$ cat src/rtl/rxn_pkg.sv
// Shared types and constants for the reaction-time measurement stage.
package rxn_pkg;

  typedef enum logic [1:0] {
    StIdle,
    StCount,
    StDone,
    StFoul
  } rxn_state_t;

  typedef logic [3:0] bcd_digit_t;

  localparam logic [15:0] BCD_MAX = 16'h9999;
  localparam bcd_digit_t  BCD_NINE = 4'd9;

endpackage

$ cat src/rtl/bcd_counter.sv
// Four-digit BCD counter with synchronous clear and saturating increment at 9999.
module bcd_counter
  import rxn_pkg::*;
(
  input  logic        clk,
  input  logic        rst,
  input  logic        clr,
  input  logic        inc,
  output logic [15:0] value,
  output logic        at_max
);

  bcd_digit_t [3:0] digits_q;
  bcd_digit_t [3:0] digits_d;
  logic             carry;

  assign value  = digits_q;
  assign at_max = (digits_q == BCD_MAX);

  always_comb begin
    digits_d = digits_q;
    carry    = inc & ~at_max;
    for (int i = 0; i < 4; i++) begin
      if (carry) begin
        // A digit that is somehow above 9 also wraps, so digits stay legal.
        if (digits_q[i] >= BCD_NINE) begin
          digits_d[i] = '0;
        end else begin
          digits_d[i] = digits_q[i] + 4'd1;
          carry       = 1'b0;
        end
      end
    end
    if (clr) begin
      digits_d = '0;
    end
  end

  always_ff @(posedge clk or negedge rst) begin
    if (!rst) begin
      digits_q <= '0;
    end else begin
      digits_q <= digits_d;
    end
  end

endmodule

$ cat src/rtl/rxn_timer.sv
// Reaction timer: button conditioning, tick prescaler, measurement FSM, BCD result.
module rxn_timer
  import rxn_pkg::*;
#(
  parameter int unsigned CLK_HZ  = 100_000_000,
  parameter int unsigned TICK_HZ = 1000
) (
  input  logic        clk,
  input  logic        rst,
  input  logic        delay_flag,
  input  logic        led_flag,
  input  logic        btn,
  output logic        rxn_done,
  output logic        false_start,
  output logic        overflow,
  output logic [15:0] rxn_bcd
);

  localparam int unsigned DIV = CLK_HZ / TICK_HZ;
  localparam int unsigned PW  = (DIV > 1) ? $clog2(DIV) : 1;
  localparam logic [PW-1:0] PRESC_LAST = PW'(DIV - 1);

  rxn_state_t    state_q;
  logic          sync1_q;
  logic          sync2_q;
  logic          prev_q;
  logic          btn_rise;
  logic [PW-1:0] presc_q;
  logic          tick;
  logic          at_max;
  logic          foul_evt;
  logic          cnt_clr;

  always_ff @(posedge clk or negedge rst) begin
    if (!rst) begin
      sync1_q <= 1'b0;
      sync2_q <= 1'b0;
      prev_q  <= 1'b0;
    end else begin
      sync1_q <= btn;
      sync2_q <= sync1_q;
      prev_q  <= sync2_q;
    end
  end

  // Level alone never stops the timer: a button held through led_flag must be re-pressed.
  assign btn_rise = sync2_q & ~prev_q;

  assign tick = (state_q == StCount) && (presc_q == PRESC_LAST);

  always_ff @(posedge clk or negedge rst) begin
    if (!rst) begin
      presc_q <= '0;
    end else if (state_q != StCount || tick) begin
      presc_q <= '0;
    end else begin
      presc_q <= presc_q + PW'(1);
    end
  end

  assign foul_evt = (state_q == StIdle) && delay_flag && btn_rise;
  assign cnt_clr  = (state_q == StIdle) && (foul_evt || led_flag);

  bcd_counter u_bcd (
    .clk    (clk),
    .rst    (rst),
    .clr    (cnt_clr),
    .inc    (tick),
    .value  (rxn_bcd),
    .at_max (at_max)
  );

  always_ff @(posedge clk or negedge rst) begin
    if (!rst) begin
      state_q     <= StIdle;
      rxn_done    <= 1'b0;
      false_start <= 1'b0;
      overflow    <= 1'b0;
    end else begin
      case (state_q)
        StIdle: begin
          if (foul_evt) begin
            state_q     <= StFoul;
            rxn_done    <= 1'b1;
            false_start <= 1'b1;
          end else if (led_flag) begin
            state_q <= StCount;
          end
        end
        StCount: begin
          // A tick coinciding with the press is still counted by u_bcd this cycle.
          if (btn_rise || (tick && at_max)) begin
            state_q  <= StDone;
            rxn_done <= 1'b1;
            if (tick && at_max) begin
              overflow <= 1'b1;
            end
          end else if (!led_flag) begin
            state_q <= StIdle;
          end
        end
        default: begin
          state_q <= state_q;
        end
      endcase
    end
  end

endmodule
$ cat config.mk
export PLATFORM = sky130hd
export DESIGN_NAME = rxn_timer
export DESIGN_NICKNAME = d
export VERILOG_FILES = /design/src/rtl/rxn_pkg.sv /design/src/rtl/bcd_counter.sv /design/src/rtl/rxn_timer.sv
export SDC_FILE = /design/constraint.sdc
export NUM_CORES = 1
export LEC_CHECK = 0
export CORE_MARGIN = 4
export CORE_UTILIZATION = 30
export CTS_CLUSTER_DIAMETER = 120
export DETAILED_ROUTE_END_ITERATION = 7
export PLACE_DENSITY = 0.59
export SYNTH_ARGS = -nofsm -noshare
export SYNTH_HDL_FRONTEND = slang
export SYNTH_SLANG_ARGS = --single-unit
$ cat constraint.sdc
create_clock -name clk -period 5.9 [get_ports clk]
set_input_delay 1.18 -clock clk [delete_from_list [all_inputs] [get_ports clk]]
set_output_delay 1.18 -clock clk [all_outputs]
set_load 0.01 [all_outputs]
==> flow_summary.yaml <==
status:
  status: "finished clean"
place:
  dpl_worst_slack_ps: 2940
  gp_congestion: 0.761
  dpl.hpwl_um: 3230
  dp_cells: 325
  port-buffer-count: 23
final_layout:
  finalNonFillerCells: 333
  area_growth_pct: 19.4
  nets: 254
  drive_gt1_frac: 0.0759
  post-route-util: 0.375
  insertedDiodeCount: 0
cts:
  cts_max_path_buffers: 2
  cts.reportedPaths.clkPinSlew_ps: 90
  insertion_delay_ps: 300
  post_cts_resized: 0
  post_cts_buffers: 0
  cts_inserted_buffers: 5
  cts.htree.levels: 2
  cts_hold_buffers: 0
  cts_tree: "built"
  root_buffer: "clkbuf_8"
  clock_sinks: 41
grt:
  globalRouteTotalUtil: 0.110
  grt_max_degree: 42
  grt_pass1_vias: 1655
  grt_first_pass_wirelength_um: 7650
  globalRoute.totalOverflow: 0
  antenna_found_initial: 0
synth:
  ys_seq_area_frac: 0.470
  ys_warn_count: 0
  syn_avg_cell_area_sq_um: 10.4
  synth_seq_cells: 41
  synth_area_sq_um: 2180
  synth.area.top_cells: "dfrtp_1 47%, ha_1 7.4%, nor2_1 4.3%"
  synth-main-ff-cell: "dfrtp_1"
  synthTopCellsByCount: "41 x dfrtp_1, 25 x nor2_1, 13 x ha_1"
  synth_fp_nets: 228
  yosysTopAreaCell: "dfrtp_1"
  synth_cell_type_count: 50
  yosysMostFrequentCell: "dfrtp_1"
  async_reset_ff_frac: 1.00
  yosys.area.top_type_share: 0.470
  syn_inst: 210
  synth_edf_count: 0
sta:
  period_share: 0.447
  worst_pin_slew_ps: 897
  rsz0062_at_grt: "false"
  finalHoldViolCount: 0
  slew_headroom: 0.402
  tns_ps: 0
  fin_crit_ps: 2640
  clock.fmax_ghz: 0.379
  setup_viol: 0
  drv_slew: 0
  fin_skew_ps: 6.58
  layout_setup_ws_ps: 3260
min_path:
  worst_hold_path_type: "reg -> reg"
floorplan:
  ios: 24
  core_sq_um: 6940
  die_area_sq_um: 8710
  die_w_um: 93.3
  start_util: 0.315
  rows: 30
  die_h_um: 93.3
power:
  ir_drop_mv: 0.0943
  powerDensity_nw_per_um2: 275
  p_leak_nw: 1.10
critical_path:
  crit_required_ps: 6090
  cp_cell_sequence: "clkdlybuf4s50_1 -> and3b_1 -> o21ai_1 -> o21ai_4 -> mux2_4"
  crit_path_start: "delay_flag"
  endpoint: "u_bcd.value[12]"
  worstSetupEndpointType: "flip-flop"
  r2r_slack_ps: 3450
  r2r_start: "presc_q[0]"
  critPathLaunchType: "input pin"
  arrival_ps: 2830
  max_stage_delay_ps: 510
  crit_path_top_delay_cell: "o21ai_1"
  timing.rr.end: "u_bcd.value[6]"
  critical_path_class: "in -> reg"
  reg2regPathDepth: 7
  critPathMaxFanout: 7
job:
  maxCapViolations: 0
detailed_routing:
  drtIter0Drc: 83
  dr.pass1.iters: 4
  wire_per_inst_um: 13.1
  route.vias.total: 1603
  drt_wl_total_um: 4350
  via_per_inst: 4.81
  postRouteAntennaNets: 0
  post-route-drc-count: 0
stage by stage:
step | hold slack (ps) | area (sq um) | total power, mW
2_1_floorplan | 331 | 2180 | 0.444
3_3_place_gp | 335 | 2510 | 0.520
3_5_place_dp | 343 | 2510 | 0.524
4_1_cts | 365 | 2610 | 0.728
5_1_grt | 385 | 2610 | 0.763
6_report | 367 | 2610 | 0.716
cell families (layout without fill, tap and decap cells):
group,Yosys count,in the layout,synth area share
mux,3,3,0.0160
xor+xnor,15,15,0.0601
simple gates,85,85,0.227
flops,41,41,0.470
compound gates,36,36,0.120
buf+inv,17,44,0.0332
fa+ha+maj,13,13,0.0745
report_power, final:
group          switching [mW]  internal (mW)  leakage, nW  total, mW
logic                  0.0808         0.0881        0.498      0.169
clock network           0.112         0.0893       0.0511      0.201
registers              0.0365          0.310        0.547      0.346
cells in the final DEF, fill, tap and decap left out, types with 5 or more instances in the layout:
cell type,Yosys,routed
inv_1,12,12
a21oi_1,7,7
clkbuf_8,0,5
nor2_1,25,25
dfrtp_1,41,41
nand3_1,10,10
clkdlybuf4s50_1,0,22
nor3_1,6,6
nand2b_1,7,7
nand2_1,9,9
xnor2_1,6,6
ha_1,13,13
xor2_1,9,9
sequential cells by signal (all words and copies together), names as in the netlist:
name / flops
sync1_q: 1
sync2_q: 1
state_q: 2
false_start: 1
u_bcd.value: 16
prev_q: 1
presc_q: 17
rxn_done: 1
overflow: 1
metal layers:
layer,track usage,part of all wire,vias to the layer above
li1,-,-,799
met1,0.121,0.44,781
met2,0.198,0.51,18
met3,0.0265,0.034,5
met4,0.0476,0.015,0
met5,0,0,-
how the worst min path moves through the flow:
stage               slack (ps)       to  cells after the start  startpoint
floorplan                  330  sync2_q                      0     sync1_q
global placement           330  sync2_q                      0     sync1_q
detailed placement         340  sync2_q                      0     sync1_q
CTS                        370  sync2_q                      0     sync1_q
global route               380  sync2_q                      0     sync1_q
finish                     370  sync2_q                      0     sync1_q
worst max-delay path: cells and delay by family:
| kind | cells | cell delay [ps] |
|---|---|---|
| AOI/OAI and AO/OA | 2 | 680 |
| muxes | 1 | 330 |
| and+or+nand+nor | 1 | 210 |
| buffers and inverters | 1 | 430 |
area by class of cell:
type	instances	area [sq um]
flip-flops and latches	41	1030
clock inverters	3	28.8
clock buffers	5	68.8
repair buffers	24	233
well taps	96	120
multi-input cells	152	1090
inverters	12	45.0
fillers	705	4340
No activity file was read; power rests on OpenSTA's default activity.
